`src/rtl/vga_pkg.sv`:
```
// Shared VGA timing definitions: axis phase encoding, 640x480@60 timing
// constants and the debug view of both phase FSMs.
package vga_pkg;
  typedef enum logic [1:0] {
    PH_ACTIVE = 2'd0,
    PH_FRONT  = 2'd1,
    PH_SYNC   = 2'd2,
    PH_BACK   = 2'd3
  } phase_t;

  localparam int POS_W       = 10;
  localparam int CLK_DIV_DEF = 4;

  localparam int H_ACT_DEF  = 640;
  localparam int H_FP_DEF   = 16;
  localparam int H_SYNC_DEF = 96;
  localparam int H_BP_DEF   = 48;
  localparam int H_TOTAL    = H_ACT_DEF + H_FP_DEF + H_SYNC_DEF + H_BP_DEF;

  localparam int V_ACT_DEF  = 480;
  localparam int V_FP_DEF   = 10;
  localparam int V_SYNC_DEF = 2;
  localparam int V_BP_DEF   = 33;
  localparam int V_TOTAL    = V_ACT_DEF + V_FP_DEF + V_SYNC_DEF + V_BP_DEF;

  typedef struct packed {
    phase_t h_phase;
    phase_t v_phase;
  } dbg_t;
endpackage

```
`src/rtl/vga_timing_ctrl_if.sv`:
```
// Raster output bundle of the VGA sequencer plus its run enable.
// en is sampled every clk; all other signals are registered levels/pulses.
interface vga_timing_ctrl_if;
  import vga_pkg::*;

  logic             en;
  logic             hsync;
  logic             vsync;
  logic             video_on;
  logic [POS_W-1:0] x;
  logic [POS_W-1:0] y;
  logic             pix_tick;
  logic             line_end;
  logic             frame_start;
  dbg_t             dbg;

  modport master (
    input  en,
    output hsync, vsync, video_on, x, y, pix_tick, line_end, frame_start, dbg
  );

  modport slave (
    output en,
    input  hsync, vsync, video_on, x, y, pix_tick, line_end, frame_start, dbg
  );
endinterface

```
`src/rtl/vga_axis_timer.sv`:
```
// One raster axis: position counter plus ACTIVE/FRONT/SYNC/BACK phase FSM.
// Both advance only on step; wrap flags the last position of the axis.
module vga_axis_timer
  import vga_pkg::*;
#(
  parameter int ACT  = 640,
  parameter int FP   = 16,
  parameter int SYNC = 96,
  parameter int BP   = 48
) (
  input  logic             clk,
  input  logic             reset,
  input  logic             step,
  output logic [POS_W-1:0] pos,
  output phase_t           phase,
  output logic             wrap
);
  localparam int TOTAL = ACT + FP + SYNC + BP;
  localparam logic [POS_W-1:0] LAST   = POS_W'(TOTAL - 1);
  localparam logic [POS_W-1:0] B_ACT  = POS_W'(ACT - 1);
  localparam logic [POS_W-1:0] B_FP   = POS_W'(ACT + FP - 1);
  localparam logic [POS_W-1:0] B_SYNC = POS_W'(ACT + FP + SYNC - 1);

  assign wrap = (pos == LAST);

  always_ff @(posedge clk) begin
    if (reset) begin
      pos   <= '0;
      phase <= PH_ACTIVE;
    end else if (step) begin
      pos <= wrap ? '0 : pos + 1'b1;
      // Phase leaves on the step where pos sits on the last value of the phase.
      case (phase)
        PH_ACTIVE: if (pos == B_ACT)  phase <= PH_FRONT;
        PH_FRONT:  if (pos == B_FP)   phase <= PH_SYNC;
        PH_SYNC:   if (pos == B_SYNC) phase <= PH_BACK;
        PH_BACK:   if (pos == LAST)   phase <= PH_ACTIVE;
        default:                      phase <= PH_ACTIVE;
      endcase
    end
  end
endmodule

```
`src/rtl/vga_timing_ctrl.sv`:
```
// VGA raster sequencer: pixel-tick divider, H/V axis timers and the
// registered sync/video/position/strobe outputs (one clk behind the state).
module vga_timing_ctrl
  import vga_pkg::*;
#(
  parameter int CLK_DIV = CLK_DIV_DEF,
  parameter int H_ACT   = H_ACT_DEF,
  parameter int H_FP    = H_FP_DEF,
  parameter int H_SYNC  = H_SYNC_DEF,
  parameter int H_BP    = H_BP_DEF,
  parameter int V_ACT   = V_ACT_DEF,
  parameter int V_FP    = V_FP_DEF,
  parameter int V_SYNC  = V_SYNC_DEF,
  parameter int V_BP    = V_BP_DEF
) (
  input logic                clk,
  input logic                reset,
  vga_timing_ctrl_if.master  bus
);
  localparam int DIV_W = (CLK_DIV > 1) ? $clog2(CLK_DIV) : 1;
  localparam logic [DIV_W-1:0] DIV_LAST = DIV_W'(CLK_DIV - 1);

  logic [DIV_W-1:0] div;
  logic             tick;
  logic [POS_W-1:0] h_pos, v_pos;
  phase_t           h_phase, v_phase;
  logic             h_wrap, v_wrap;
  logic             v_step;

  // With CLK_DIV=1 DIV_LAST is 0 and div never leaves 0, so every enabled clk ticks.
  assign tick   = bus.en && (div == DIV_LAST);
  assign v_step = tick && h_wrap;

  always_ff @(posedge clk) begin
    if (reset) div <= '0;
    else if (bus.en) div <= tick ? '0 : div + 1'b1;
  end

  vga_axis_timer #(.ACT(H_ACT), .FP(H_FP), .SYNC(H_SYNC), .BP(H_BP)) u_h (
    .clk   (clk),
    .reset (reset),
    .step  (tick),
    .pos   (h_pos),
    .phase (h_phase),
    .wrap  (h_wrap)
  );

  vga_axis_timer #(.ACT(V_ACT), .FP(V_FP), .SYNC(V_SYNC), .BP(V_BP)) u_v (
    .clk   (clk),
    .reset (reset),
    .step  (v_step),
    .pos   (v_pos),
    .phase (v_phase),
    .wrap  (v_wrap)
  );

  // Levels hold while en is low; strobes are forced low.
  always_ff @(posedge clk) begin
    if (reset) begin
      bus.hsync       <= 1'b1;
      bus.vsync       <= 1'b1;
      bus.video_on    <= 1'b0;
      bus.x           <= '0;
      bus.y           <= '0;
      bus.pix_tick    <= 1'b0;
      bus.line_end    <= 1'b0;
      bus.frame_start <= 1'b0;
    end else if (bus.en) begin
      bus.hsync       <= (h_phase != PH_SYNC);
      bus.vsync       <= (v_phase != PH_SYNC);
      bus.video_on    <= (h_phase == PH_ACTIVE) && (v_phase == PH_ACTIVE);
      bus.x           <= h_pos;
      bus.y           <= v_pos;
      bus.pix_tick    <= tick;
      bus.line_end    <= tick && h_wrap;
      bus.frame_start <= tick && h_wrap && v_wrap;
    end else begin
      bus.pix_tick    <= 1'b0;
      bus.line_end    <= 1'b0;
      bus.frame_start <= 1'b0;
    end
  end

  assign bus.dbg = '{h_phase: h_phase, v_phase: v_phase};
endmodule

```
`src/flat_wrapper.sv`:
```
// flat-port wrapper written by rule: the top's interface ports become plain ports
module vga_timing_ctrl_flat import vga_pkg::*;
#(
  parameter int CLK_DIV = CLK_DIV_DEF,
  parameter int H_ACT   = H_ACT_DEF,
  parameter int H_FP    = H_FP_DEF,
  parameter int H_SYNC  = H_SYNC_DEF,
  parameter int H_BP    = H_BP_DEF,
  parameter int V_ACT   = V_ACT_DEF,
  parameter int V_FP    = V_FP_DEF,
  parameter int V_SYNC  = V_SYNC_DEF,
  parameter int V_BP    = V_BP_DEF
)
  (clk, reset, bus_en, bus_hsync, bus_vsync, bus_video_on, bus_x, bus_y, bus_pix_tick, bus_line_end, bus_frame_start, bus_dbg);
  vga_timing_ctrl_if bus_i ();
  input logic clk;
  input logic reset;
  input wire logic [$bits(bus_i.en)-1:0] bus_en;
  output wire logic [$bits(bus_i.hsync)-1:0] bus_hsync;
  output wire logic [$bits(bus_i.vsync)-1:0] bus_vsync;
  output wire logic [$bits(bus_i.video_on)-1:0] bus_video_on;
  output wire logic [$bits(bus_i.x)-1:0] bus_x;
  output wire logic [$bits(bus_i.y)-1:0] bus_y;
  output wire logic [$bits(bus_i.pix_tick)-1:0] bus_pix_tick;
  output wire logic [$bits(bus_i.line_end)-1:0] bus_line_end;
  output wire logic [$bits(bus_i.frame_start)-1:0] bus_frame_start;
  output wire logic [$bits(bus_i.dbg)-1:0] bus_dbg;
  assign bus_i.en = bus_en;
  assign bus_hsync = bus_i.hsync;
  assign bus_vsync = bus_i.vsync;
  assign bus_video_on = bus_i.video_on;
  assign bus_x = bus_i.x;
  assign bus_y = bus_i.y;
  assign bus_pix_tick = bus_i.pix_tick;
  assign bus_line_end = bus_i.line_end;
  assign bus_frame_start = bus_i.frame_start;
  assign bus_dbg = bus_i.dbg;
  vga_timing_ctrl #(.CLK_DIV(CLK_DIV), .H_ACT(H_ACT), .H_FP(H_FP), .H_SYNC(H_SYNC), .H_BP(H_BP), .V_ACT(V_ACT), .V_FP(V_FP), .V_SYNC(V_SYNC), .V_BP(V_BP)) u_core (.clk(clk), .reset(reset), .bus(bus_i));
endmodule
```
`config.mk`:
```
export PLATFORM = sky130hd
export DESIGN_NAME = vga_timing_ctrl_flat
export DESIGN_NICKNAME = d
export VERILOG_FILES = /design/src/rtl/vga_pkg.sv /design/src/rtl/vga_timing_ctrl_if.sv /design/src/rtl/vga_axis_timer.sv /design/src/rtl/vga_timing_ctrl.sv /design/src/flat_wrapper.sv
export SDC_FILE = /design/constraint.sdc
export NUM_CORES = 1
export LEC_CHECK = 0
export CELL_PAD_IN_SITES_DETAIL_PLACEMENT = 0
export CELL_PAD_IN_SITES_GLOBAL_PLACEMENT = 1
export CORE_MARGIN = 1.5
export CORE_UTILIZATION = 24
export CTS_CLUSTER_SIZE = 16
export DETAILED_ROUTE_END_ITERATION = 8
export PLACE_DENSITY_LB_ADDON = 0.15
export SYNTH_ARGS = -nofsm -noshare
export SYNTH_HDL_FRONTEND = slang
export SYNTH_HIERARCHICAL = 1
export SYNTH_SLANG_ARGS = --single-unit
```
`constraint.sdc`:
```
create_clock -name clk -period 6.2 [get_ports clk]
set_clock_uncertainty 0.05 [all_clocks]
set_input_delay 0.93 -clock clk [delete_from_list [all_inputs] [get_ports clk]]
set_output_delay 0.93 -clock clk [all_outputs]
set_load 0.02 [all_outputs]
```
==> out/results.ini <==
[route]
drc=0
wl_per_cell_um=13.3
dr_total_vias=1790
vias_per_cell=4.31
firstDrtPassIters=4
ant_nets=0
drt_iter0_drc=63
wirelength_um=5540

[clocking]
insertion_delay_ns=0.30
ctsHoldBuffers=0
numClockSinks=52
post-cts-setup-buffers=0
root_buffer=clkbuf_8
cts_tree=yes
htree_levels=2
cts_buffers=5
clk_pin_slew_ns=0.09
clockBufferDepth=2
cts-resized-gates=0

[power_and_ir_drop]
power_density_nw_per_um2=180
vdd_drop_max_v=0.0000700
power_mw=0.536
p_leak_nw=1.13

[logic_synthesis]
yosysSeqAreaShare_pct=41.9
yosysUniqueCellTypes=47
synthArstFlopShare_pct=0
synth_edf_count=0
synth_fp_nets=270
yosys_warnings=6
ys.flop_type=dfxtp_1
syn_area_per_cell_um2=9.86
syn_area_um2=2480
synthCells=252
ys_seq_elements=52

[grt]
grt_pass1_wl_um=9440
track_usage_pct=10.7
antenna_found_initial=0
grt_overflow=0
grt_max_degree=36
grt_pass1_vias=1766

[cells_and_area]
final_cell_mix=dfxtp_1, nor2_1, clkdlybuf4s50_1
layout_commonest_cell=dfxtp_1
ff_latch_area_um2=1040
num-fill-cells=1069
drive_gt1_share_pct=6.03
final_nets=302
multiInputGateArea_um2=1330
area_growth_pct=20.1
antenna_cells=0

[floorplan]
fp.dieW_um=105
start_util_pct=25.1
ioPinCount=33
core_area_um2=9910
fp-row-count=36
die-area_um2=11000
die_height_um=105

[worst_setup_path]
cp_cell_sequence=clkdlybuf4s50_1, buf_4, and3_1, and4_1, nand4_1, or3_1, a21oi_1
endpoint_kind=register
r2r_start=u_core/u_h/pos[4]
cpMaxStageDelayCell=and3_1
worst-r2r-cell-count=8
critical_path_buf_inv_count=2
path_max_fanout=31
critPathArrivalTime_ns=3.28
r2r_slack_ns=3.51
r2r_end=u_core/u_v/pos[9]
cp.required_ns=6.38
crit_type=in2reg
startpoint_type=input pin
worst_path_largest_cell_delay_ns=0.47
cp_top_family=simple AND/OR/NAND/NOR gates

[place]
port_buffers=32
dp_hpwl_um=3720
place.gp.congestion=0.723

[hold_path]
hold_path_class=reg2reg
worstHoldEndpoint=u_core/div[0]
min_from=u_core/div[0]
holdPathStages=2

[timing]
maxSlewHeadroom_pct=69.5
tns_ns=0
finalHoldViolCount=0
grt_setup_unrepaired=false
finalCritPeriodShare_pct=50.0
setup_viol=0
worst_pin_slew_ns=0.457
max_freq_mhz=322
report.final.slew_viol_count=0
post-route-min-period_ns=3.10

[flow_run]
cap_violations=0

[run_status]
outcome=completed

-- layout make-up --
cell class | count | area share [%]
inverter | 11 | 1.38
timing repair buffer | 34 | 11.2
multi-input combinational | 180 | 44.6
tap | 133 | 5.58
sequential | 52 | 34.9
clock buffer | 5 | 2.31
-- layer usage --
layer	wire [um]	GRT usage [%]	share of wire [%]	up-vias
met2	2340	15.9	42	35
met4	70	3.82	1.3	0
met1	2930	15.2	53	823
met3	197	2.31	3.6	5
li1	-	-	-	927
met5	0	0	0	-
-- how the worst max path moves through the flow --
stage,startpoint,endpoint,depth (start not counted),slack [ns]
after floorplan,u_core/u_h/pos[5],u_core/u_v/phase[0],10,3.94
after global placement,bus_en,u_core/u_v/phase[0],7,2.84
after detailed placement,bus_en,u_core/u_v/pos[9],7,2.78
after CTS,bus_en,u_core/u_v/pos[9],7,3.09
after global routing,bus_en,u_core/u_v/phase[1],7,2.89
final,bus_en,u_core/u_v/pos[9],7,3.10
-- cell usage after synthesis (3+ instances only) --
library cell  instances  area, um^2
nand2b_1              9        56.3
xnor2_1               5        43.8
and2_1                5        31.3
dfxtp_1              52        1040
nor2_1               46         173
nand3_1               5        25.0
nand4_1               6        37.5
o21ai_0               3        15.0
xor2_1               12         105
mux2i_1              26         260
nand2_1               8        30.0
ha_1                 15         188
inv_1                11        41.3
a31oi_1               3        18.8
and3_1                5        31.3
-- power breakdown --
group | internal (mW) | leakage [nW] | switching, mW
clock network | 0.0732 | 0.0359 | 0.104
registers | 0.335 | 0.419 | 0.000915
logic | 0.00888 | 0.678 | 0.0133
-- worst reg2reg max path, stage by stage, from the launching register on --
cell	delay, ns
dfxtp_1	0.52
nor4b_2	0.32
nand3_1	0.17
nor2_1	0.15
and3_1	0.41
and4_1	0.33
nand4_1	0.17
or3_1	0.38
a21oi_1	0.14
-- registers in the layout (all words and copies together), names as in the netlist, 2 cells and up --
register / cells
u_core/u_v/pos: 10
u_core/u_v/phase: 2
u_core/u_h/phase: 2
u_core/bus.x: 10
u_core/bus.y: 10
u_core/u_h/pos: 10
u_core/div: 2
-- stage by stage --
stage / instance area, um^2 / setup WS, ns / std cells / hold slack, ns / util, %
6_report: 2980 / 3.10 / 415 / 0.446 / 30.1
2_1_floorplan: 2480 / 3.94 / 252 / 0.406 / -
3_5_place_dp: 2910 / 2.78 / 410 / 0.433 / 29.4
4_1_cts: 2980 / 3.09 / 415 / 0.448 / 30.1
3_3_place_gp: 2910 / 2.84 / 410 / 0.424 / 29.4
5_1_grt: 2980 / 2.89 / 415 / 0.479 / 30.1
-- logic make-up (layout without fill, tap and decap cells) --
kind of cell / count (synthesis) / in the layout / synth area share, %
flops: 52 / 52 / 41.9
xor+xnor: 17 / 17 / 5.99
mux: 26 / 26 / 10.5
simple gates: 104 / 104 / 22.9
fa+ha+maj: 15 / 15 / 7.56
buf+inv: 20 / 50 / 4.58
compound gates: 18 / 18 / 6.60
Power figures use the tool's default switching activity.
